**src/rtl/wb_port_arbiter.sv**
```systemverilog
// Round-robin arbiter sharing NR_PORTS scoreboard writeback ports among NR_REQ result producers.
// Optional `WB_ARB_STALL_CNT_EN adds a saturating stall_cnt_o counting cycles with refused requesters.
module wb_port_arbiter #(
    parameter int unsigned NR_REQ        = 4,
    parameter int unsigned NR_PORTS      = 3,
    parameter int unsigned TRANS_ID_BITS = 2,
    parameter int unsigned DATA_WIDTH    = 64
) (
    input  logic                              clk_i,
    input  logic                              rst_ni,
    input  logic                              flush_i,
    input  logic [NR_REQ-1:0]                 req_valid_i,
    output logic [NR_REQ-1:0]                 req_ready_o,
    input  logic [NR_REQ*TRANS_ID_BITS-1:0]   req_trans_id_i,
    input  logic [NR_REQ*DATA_WIDTH-1:0]      req_result_i,
    input  logic [NR_REQ-1:0]                 req_ex_valid_i,
    input  logic [NR_REQ*DATA_WIDTH-1:0]      req_ex_cause_i,
    output logic [NR_PORTS-1:0]               wb_valid_o,
    output logic [NR_PORTS*TRANS_ID_BITS-1:0] wb_trans_id_o,
    output logic [NR_PORTS*DATA_WIDTH-1:0]    wb_result_o,
    output logic [NR_PORTS-1:0]               wb_ex_valid_o,
    output logic [NR_PORTS*DATA_WIDTH-1:0]    wb_ex_cause_o
`ifdef WB_ARB_STALL_CNT_EN
    ,
    output logic [31:0]                       stall_cnt_o
`endif
);

    localparam int unsigned PTR_W   = (NR_REQ > 1) ? $clog2(NR_REQ) : 1;
    localparam int unsigned PORT_IW = (NR_PORTS > 1) ? $clog2(NR_PORTS) : 1;
    localparam int unsigned GCNT_W  = $clog2(NR_PORTS + 1);
    localparam int unsigned SUM_W   = PTR_W + 1;

    logic [PTR_W-1:0]         rr_ptr_q;
    logic [PTR_W-1:0]         rr_ptr_d;
    logic [PTR_W-1:0]         last_idx;
    logic [PTR_W-1:0]         scan_idx;
    logic [SUM_W-1:0]         scan_sum;
    logic [GCNT_W-1:0]        n_grant;
    logic [NR_PORTS-1:0]      sel_vld;
    logic [PTR_W-1:0]         sel [NR_PORTS];

    logic [TRANS_ID_BITS-1:0] req_tid   [NR_REQ];
    logic [DATA_WIDTH-1:0]    req_res   [NR_REQ];
    logic [DATA_WIDTH-1:0]    req_cause [NR_REQ];

    logic [TRANS_ID_BITS-1:0] wb_tid_q   [NR_PORTS];
    logic [DATA_WIDTH-1:0]    wb_res_q   [NR_PORTS];
    logic [DATA_WIDTH-1:0]    wb_cause_q [NR_PORTS];

    // Flattened request payloads into per-requester views
    for (genvar i = 0; i < NR_REQ; i++) begin : g_unpack
        assign req_tid[i]   = req_trans_id_i[i*TRANS_ID_BITS +: TRANS_ID_BITS];
        assign req_res[i]   = req_result_i[i*DATA_WIDTH +: DATA_WIDTH];
        assign req_cause[i] = req_ex_cause_i[i*DATA_WIDTH +: DATA_WIDTH];
    end

    // Round-robin scan from rr_ptr; k-th valid requester lands on port k
    always_comb begin
        req_ready_o = '0;
        sel_vld     = '0;
        sel         = '{default: '0};
        n_grant     = '0;
        last_idx    = rr_ptr_q;
        scan_sum    = '0;
        scan_idx    = '0;
        for (int unsigned k = 0; k < NR_REQ; k++) begin
            scan_sum = {1'b0, rr_ptr_q} + SUM_W'(k);
            if (scan_sum >= SUM_W'(NR_REQ)) begin
                scan_sum = scan_sum - SUM_W'(NR_REQ);
            end
            scan_idx = scan_sum[PTR_W-1:0];
            if (!flush_i && req_valid_i[scan_idx] && (n_grant < GCNT_W'(NR_PORTS))) begin
                req_ready_o[scan_idx]     = 1'b1;
                sel[PORT_IW'(n_grant)]     = scan_idx;
                sel_vld[PORT_IW'(n_grant)] = 1'b1;
                n_grant                    = n_grant + GCNT_W'(1);
                last_idx                   = scan_idx;
            end
        end
    end

    always_comb begin
        rr_ptr_d = rr_ptr_q;
        if (sel_vld[0]) begin
            rr_ptr_d = (last_idx == PTR_W'(NR_REQ - 1)) ? '0 : last_idx + PTR_W'(1);
        end
    end

    always_ff @(posedge clk_i or negedge rst_ni) begin
        if (!rst_ni) begin
            rr_ptr_q <= '0;
        end else if (flush_i) begin
            rr_ptr_q <= '0;
        end else begin
            rr_ptr_q <= rr_ptr_d;
        end
    end

    // Writeback registers are reloaded every cycle; idle ports carry all-zero payloads
    always_ff @(posedge clk_i or negedge rst_ni) begin
        if (!rst_ni) begin
            wb_valid_o    <= '0;
            wb_ex_valid_o <= '0;
            wb_tid_q      <= '{default: '0};
            wb_res_q      <= '{default: '0};
            wb_cause_q    <= '{default: '0};
        end else begin
            for (int unsigned p = 0; p < NR_PORTS; p++) begin
                if (!flush_i && sel_vld[PORT_IW'(p)]) begin
                    wb_valid_o[PORT_IW'(p)]    <= 1'b1;
                    wb_ex_valid_o[PORT_IW'(p)] <= req_ex_valid_i[sel[PORT_IW'(p)]];
                    wb_tid_q[PORT_IW'(p)]      <= req_tid[sel[PORT_IW'(p)]];
                    wb_res_q[PORT_IW'(p)]      <= req_res[sel[PORT_IW'(p)]];
                    wb_cause_q[PORT_IW'(p)]    <= req_cause[sel[PORT_IW'(p)]];
                end else begin
                    wb_valid_o[PORT_IW'(p)]    <= 1'b0;
                    wb_ex_valid_o[PORT_IW'(p)] <= 1'b0;
                    wb_tid_q[PORT_IW'(p)]      <= '0;
                    wb_res_q[PORT_IW'(p)]      <= '0;
                    wb_cause_q[PORT_IW'(p)]    <= '0;
                end
            end
        end
    end

    for (genvar p = 0; p < NR_PORTS; p++) begin : g_pack
        assign wb_trans_id_o[p*TRANS_ID_BITS +: TRANS_ID_BITS] = wb_tid_q[p];
        assign wb_result_o[p*DATA_WIDTH +: DATA_WIDTH]         = wb_res_q[p];
        assign wb_ex_cause_o[p*DATA_WIDTH +: DATA_WIDTH]       = wb_cause_q[p];
    end

`ifdef WB_ARB_STALL_CNT_EN
    logic refused_c;

    assign refused_c = !flush_i && (|(req_valid_i & ~req_ready_o));

    // Saturating count of cycles where some valid requester was turned away
    always_ff @(posedge clk_i or negedge rst_ni) begin
        if (!rst_ni) begin
            stall_cnt_o <= '0;
        end else if (refused_c && (stall_cnt_o != 32'hFFFF_FFFF)) begin
            stall_cnt_o <= stall_cnt_o + 32'd1;
        end
    end
`endif

endmodule

```
**config.mk**
```make
export PLATFORM = sky130hd
export DESIGN_NAME = wb_port_arbiter
export DESIGN_NICKNAME = d
export VERILOG_FILES = /design/src/rtl/wb_port_arbiter.sv
export SDC_FILE = /design/constraint.sdc
export NUM_CORES = 1
export LEC_CHECK = 0
export BUFFER_PORTS_ARGS = -buffer_cell sky130_fd_sc_hd__buf_2
export CAP_MARGIN = 15
export CORE_AREA = 2 2 358 360
export CTS_CLUSTER_SIZE = 40
export DETAILED_ROUTE_END_ITERATION = 8
export DIE_AREA = 0 0 360 362
export PLACE_DENSITY = 0.36
export SYNTH_ARGS = -nofsm -noshare
export SYNTH_HDL_FRONTEND = slang
export SYNTH_SLANG_ARGS = --single-unit
```
**constraint.sdc**
```tcl
create_clock -name clk_i -period 4.9 [get_ports clk_i]
set_clock_uncertainty 0.2 [all_clocks]
set_input_delay 0.735 -clock clk_i [delete_from_list [all_inputs] [get_ports clk_i]]
set_output_delay 0.735 -clock clk_i [all_outputs]
set_load 0.005 [all_outputs]
```
# Word level (Yosys, flattened, before mapping)
# Cells that the tools add are included.
# word_totals
output_inout_bits,400
wordCells,195
regBits,398
# classes
muxes,105
addsub,10
n_eq_ne,1
reduce_logical,22
magnitude_cmp,33
n_bitwise,12
# ops
cell,count
$mux 64,18
$bmux 64 s2,6
$mux 2,26
$ge 3x3->1 const B,9
$lt 2x3->1 const B,9
$mux 1,22
$logic_and 1x1->1,20
$bwmux 6,3
$mux 6,3
$mux 4,4
$not 2->3,5
$bmux 1 s2,7
$demux 1 s2,7
$bmux 2 s2,3
$demux 2 s2,3
$ge 2x1->1 const B,6
$or 4x4->4,3
$lt 3x1->1 const B,3
$mux 3,3
$sub 2x1->2 const B,4
$add 2x2->3 const B,2
$or 3x3->3,2
$add 2x1->2 const B,2
$lt 2x2->1 const B,2
11 further kinds,11

# Longest topological paths before layout
# depth
ltp_word,24
ltp_mapped,18
ltp_nobuf,13

# Worst setup path after synthesis
# No wires, ideal clock.
# synth_timing
path_kind,register to register
start,register rr_ptr_q[0]
end,"register wb_cause_q, in the netlist wb_ex_cause_o[64]"
synth_period_minus_slack_ns,4.160
stages_incl_launch_ff,18
t_arrival_ns,3.821
slack_ns,0.740
cell_sequence,dfrtp_1 -> buf_6 -> inv_1 -> ha_1 -> or2_2 -> o22ai_2 -> inv_1 -> ha_1 -> a21o_1 -> or3_4 -> a2bb2oi_1 -> a211o_1 -> a21o_1 -> buf_6 -> buf_12 -> buf_12 -> mux2i_1 -> o22ai_1
# synth_via
elab_chain_len,24
# synth_rtl
element,line,source
start: declaration,34,logic [PTR_W-1:0] rr_ptr_q;
start signal: assignment,96,rr_ptr_q <= rr_ptr_d;
$ge 2x3->1 / $sub 2x1->2 (equally long branches),"69, 70",
$mux 2,69,if (scan_sum >= SUM_W'(NR_REQ)) begin
$bmux 1 s2,73,if (!flush_i && req_valid_i[scan_idx] && (n_grant < GCNT_W'(NR_PORTS))) begin
$mux 1 (not written as such),73,
$logic_and 1x1->1,73,
$mux 1,73,
$lt 1x2->1,73,
$logic_and 1x1->1,73,
[7 not listed],-,
$mux 2 (not written as such),75,sel[PORT_IW'(n_grant)] = scan_idx;
$demux 2 s2,75,
$bwmux 6,75,
$mux 6,73,
$not 2->3 (not written as such),115,wb_cause_q[PORT_IW'(p)] <= req_cause[sel[PORT_IW'(p)]];
$bmux 64 s2,115,
$mux 64 (not written as such) (2 in a row),115,
$mux 64 *,110,if (!flush_i && sel_vld[PORT_IW'(p)]) begin
end signal: indexed assignment,115,
end: declaration,49,logic [DATA_WIDTH-1:0] wb_cause_q [NR_PORTS];
# Mark *: on every way between the ends. The rest lies on a longest branch, timed or not. The select of a mux whose other input is x is not followed.
# A chain may end at the register's enable or synchronous reset.

# Worst setup path after layout
# layout_timing
start,register rr_ptr_q[0]
end,output port req_ready_o[3]
# layout_via
elab_chain_len,15
# layout_rtl
element,line,source
$ge 2x3->1 / $sub 2x1->2 (equally long branches),"69, 70",
$mux 2,69,
$bmux 1 s2,73,
$mux 1 (not written as such),73,
$logic_and 1x1->1,73,
$mux 1,73,
$lt 1x2->1,73,
$logic_and 1x1->1,73,
$mux 2,73,
$lt 2x2->1,73,
$logic_and 1x1->1,73,
$mux 2,73,
$lt 2x2->1,73,
$logic_and 1x1->1,73,
$mux 4 *,73,
end: declaration,13,"output logic [NR_REQ-1:0] req_ready_o,"
# Marked as above.

==> run summary <==
Starting DRT DRC Count: 1037
vias in the first global route: 21610
largest net degree at the start of global routing: 76
Root Driver: clkbuf_16
Worst-Skew Late Latency: 620 ps
Mapped Nets: 2411
Worst Min Path Start: flush_i
slew margin rel.: 50.75%
TritonRoute pass-1 iters: 5
Initial Utilization: 17.74%
startpoint types: register
Final min period: 4657 ps
synth cell count leaders: mux2i_1, dfrtp_1, o22ai_1
Die Area: 130300 um2
WL per Instance: 24.48 um
Max IR drop VDD: 420.6 uV
YS warnings: 0
worst slew pin tran: 738.7 ps
Post-synth EDFFs: 0
nets: 3345
FF-to-FF setup slack: 530 ps
top cells by area, synth: dfrtp_1, mux2i_1, o22ai_1
depth of the worst register-to-register path: 15
Setup WS pre-CTS: 394.9 ps
CTS H-tree lvls: 2
Final Cycle Share: 95.05%
setup total negative slack: 0 ps
Yosys reg bits: 398
Synth Instances: 1874
RSZ-0062 raised after global routing: no
hold path cells: 2
CP max FO: 8
GR Overflow Total: 0
Final ANT Viol Nets: 0
Clock transition at path regs: 60 ps
clock tree buffer depth: 3
Fin. Hold Viols: 0
Setup Crit Path Kind: reg -> out
top cell type's share of synthesized area: 44.30%
via count: 20140
# setup viols final: 0
vias per cell: 4.456
post-route cell area: 31250 um2
top_reg_cell synth: dfrtp_1
Cell Chain, Critical Path: inv_1 -> ha_1 -> or2_2 -> o22ai_2 -> inv_1 -> ha_1 -> a21oi_1 -> nand2_2 -> a311oi_4 -> nand2_1 -> nand2_1 -> buf_2
Top delay family on crit path: compound AO/OA/AOI/OAI gates
first-pass GRT wire length: 156.7 mm
initial antenna violation count: 31
achievable frequency: 0.2147 GHz
width of the die: 360 um
placed instance area: 29480 um2
Mapped Avg Cell Area: 12.00 um2
leakage power: 18.72 nW
max_cap viols: 0
Inserted Clock Buffers: 54
WHS: 215.1 ps
io pins: 931
endpoint class of the critical path: output pin
CTS sink cnt: 398
largest area contributor in the netlist: dfrtp_1
PortBufs: 930
status: finished, final reports clean
sequential element share of the synthesized area: 44.30%
Core Area: 126700 um2
Hold EP: rr_ptr_q[0]
Slew Limit Fails: 0
Die Y: 362 um
Buffers & Inverters on Critical Path: 3
CP arrival: 3720 ps
P&R area growth vs syn: 38.98%
Placer Congestion: 0.8442
layout cells sized above 1: 41.07%
R2R Path End: wb_result_o[75]
slowest stage delay, CP: 460 ps
FFs w/ async S/R, synth: 100.0%
pwr/cell area: 601.8 nW/um2
site row count: 131
reg2reg start: rr_ptr_q[0]
Routed WL: 110.7 mm
CTS tree: built
Post-route DRC: 0
critical path's slowest cell: dfrtp_2
Total Routing Usage GR: 16.26%
HPWL after DPL: 84.41 mm
required time of the critical path: 3960 ps
Setup WS post-layout: 242.7 ps
post-synthesis instance area: 22480 um2
worst hold path class: in -> reg
count leader, synth: mux2i_1
Unique masters post-synth: 58
==> kinds of logic (layout without fill, tap and decap cells) <==
| family | Yosys count | in the layout | share of synthesized area, % |
|---|---|---|---|
| multiplexers | 792 | 792 | 35.41 |
| AO/OA/AOI/OAI | 437 | 437 | 12.61 |
| flip-flops | 398 | 398 | 44.30 |
| buffers and inverters | 186 | 1161 | 5.882 |
| AND/OR/NAND/NOR | 54 | 54 | 1.436 |
| adder cells (fa/ha/maj) | 6 | 6 | 0.3339 |
| XOR/XNOR | 1 | 1 | 0.03896 |
| other | 0 | 9 | 0 |
==> what timing repair did <==
item                                   4_1_cts  5_1_grt
endpoints found under the hold margin       64        0
setup endpoints to repair                    4        4
resized for setup                            3        1
hold buffers                                 1        0
pin swaps                                    0        1
gates cloned                                 0        0
setup buffers                                0        3
==> worst max-delay path by stage <==
stage                              endpoint      startpoint  slack [ps]  cells past startpoint
final                        req_ready_o[3]     rr_ptr_q[0]         240                     12
after global routing         req_ready_o[1]     rr_ptr_q[0]          40                     12
after CTS                    req_ready_o[3]     rr_ptr_q[0]          90                     13
after detailed placement    wb_result_o[70]         flush_i         390                     14
after global placement      wb_result_o[70]  req_valid_i[2]         450                     14
after floorplan           wb_ex_cause_o[64]     rr_ptr_q[0]         740                     17
==> worst register-to-register path: stages (launching register included) <==
cell,delay (ps)
dfrtp_2,460
inv_1,80
ha_1,410
or2_2,360
o22ai_2,120
inv_1,80
ha_1,310
a21oi_1,320
and2_4,310
nor3_2,80
a2111oi_2,410
a21o_4,170
buf_12,220
buf_12,310
mux2i_1,320
o22ai_1,100
==> placed cells by master, fill, tap and decap left out, drive strengths merged, types with 2 or more instances in the layout <==
| master | count |
|---|---|
| buf | 1057 |
| mux2i | 791 |
| dfrtp | 398 |
| o22ai | 397 |
| clkbuf | 85 |
| nand2 | 14 |
| nor2 | 11 |
| diode | 9 |
| inv | 8 |
| a21oi | 7 |
| o21ai | 7 |
| clkinv | 7 |
| ha | 6 |
| nor3 | 6 |
| nand2b | 5 |
| a222oi | 4 |
| or2 | 4 |
| a21o | 4 |
| nand3 | 3 |
| and2 | 3 |
| o22a | 2 |
| o31ai | 2 |
| a211o | 2 |
| a31oi | 2 |
| and3 | 2 |
| clkinvlp | 2 |
| or3 | 2 |
==> registers in the layout, summed over array words and instances (netlist names) <==
name / cells
wb_ex_cause_o: 192
wb_valid_o: 3
rr_ptr_q: 2
wb_trans_id_o: 6
wb_ex_valid_o: 3
wb_result_o: 192
==> metrics by stage <==
step | power [mW] | std cells | util [%]
final | 18.80 | 4520 | 24.66
after global routing | 19.87 | 4520 | 24.66
after CTS | 19.08 | 4508 | 24.63
after detailed placement | 15.02 | 4410 | 23.27
after global placement | 15.05 | 4410 | 23.27
after floorplan | 11.40 | 1874 | -
==> layout make-up <==
type                            instances  area, um2
Timing Repair Buffer                 1058       6153
Sequential cell                       398       9961
Multi-Input combinational cell       1290      11310
Fill cell                           13710      95450
Clock buffer                           85       1588
Tap cell                             1662       2079
Clock inverter                         12      112.6
Inverter                                6      22.52
Antenna cell                            9      22.52
==> routing by layer <==
layer | up-vias | global-route usage, % | wire (um) | share of wire, %
li1 | 9115 | - | - | -
met1 | 10070 | 18.86 | 43970 | 40
met2 | 733 | 28.06 | 54520 | 49
met3 | 194 | 4.789 | 7744 | 7.0
met4 | 32 | 6.368 | 4232 | 3.8
met5 | - | 0 | 188 | 0.17
==> power by group <==
group	total [mW]	switching (mW)	leakage, nW	internal (mW)
Clock	3.94	1.68	0.828	2.26
Sequential	4.59	0.351	5.38	4.24
Combinational	10.3	5.68	12.5	4.59
Note: power is estimated with default switching activity, not from simulation.
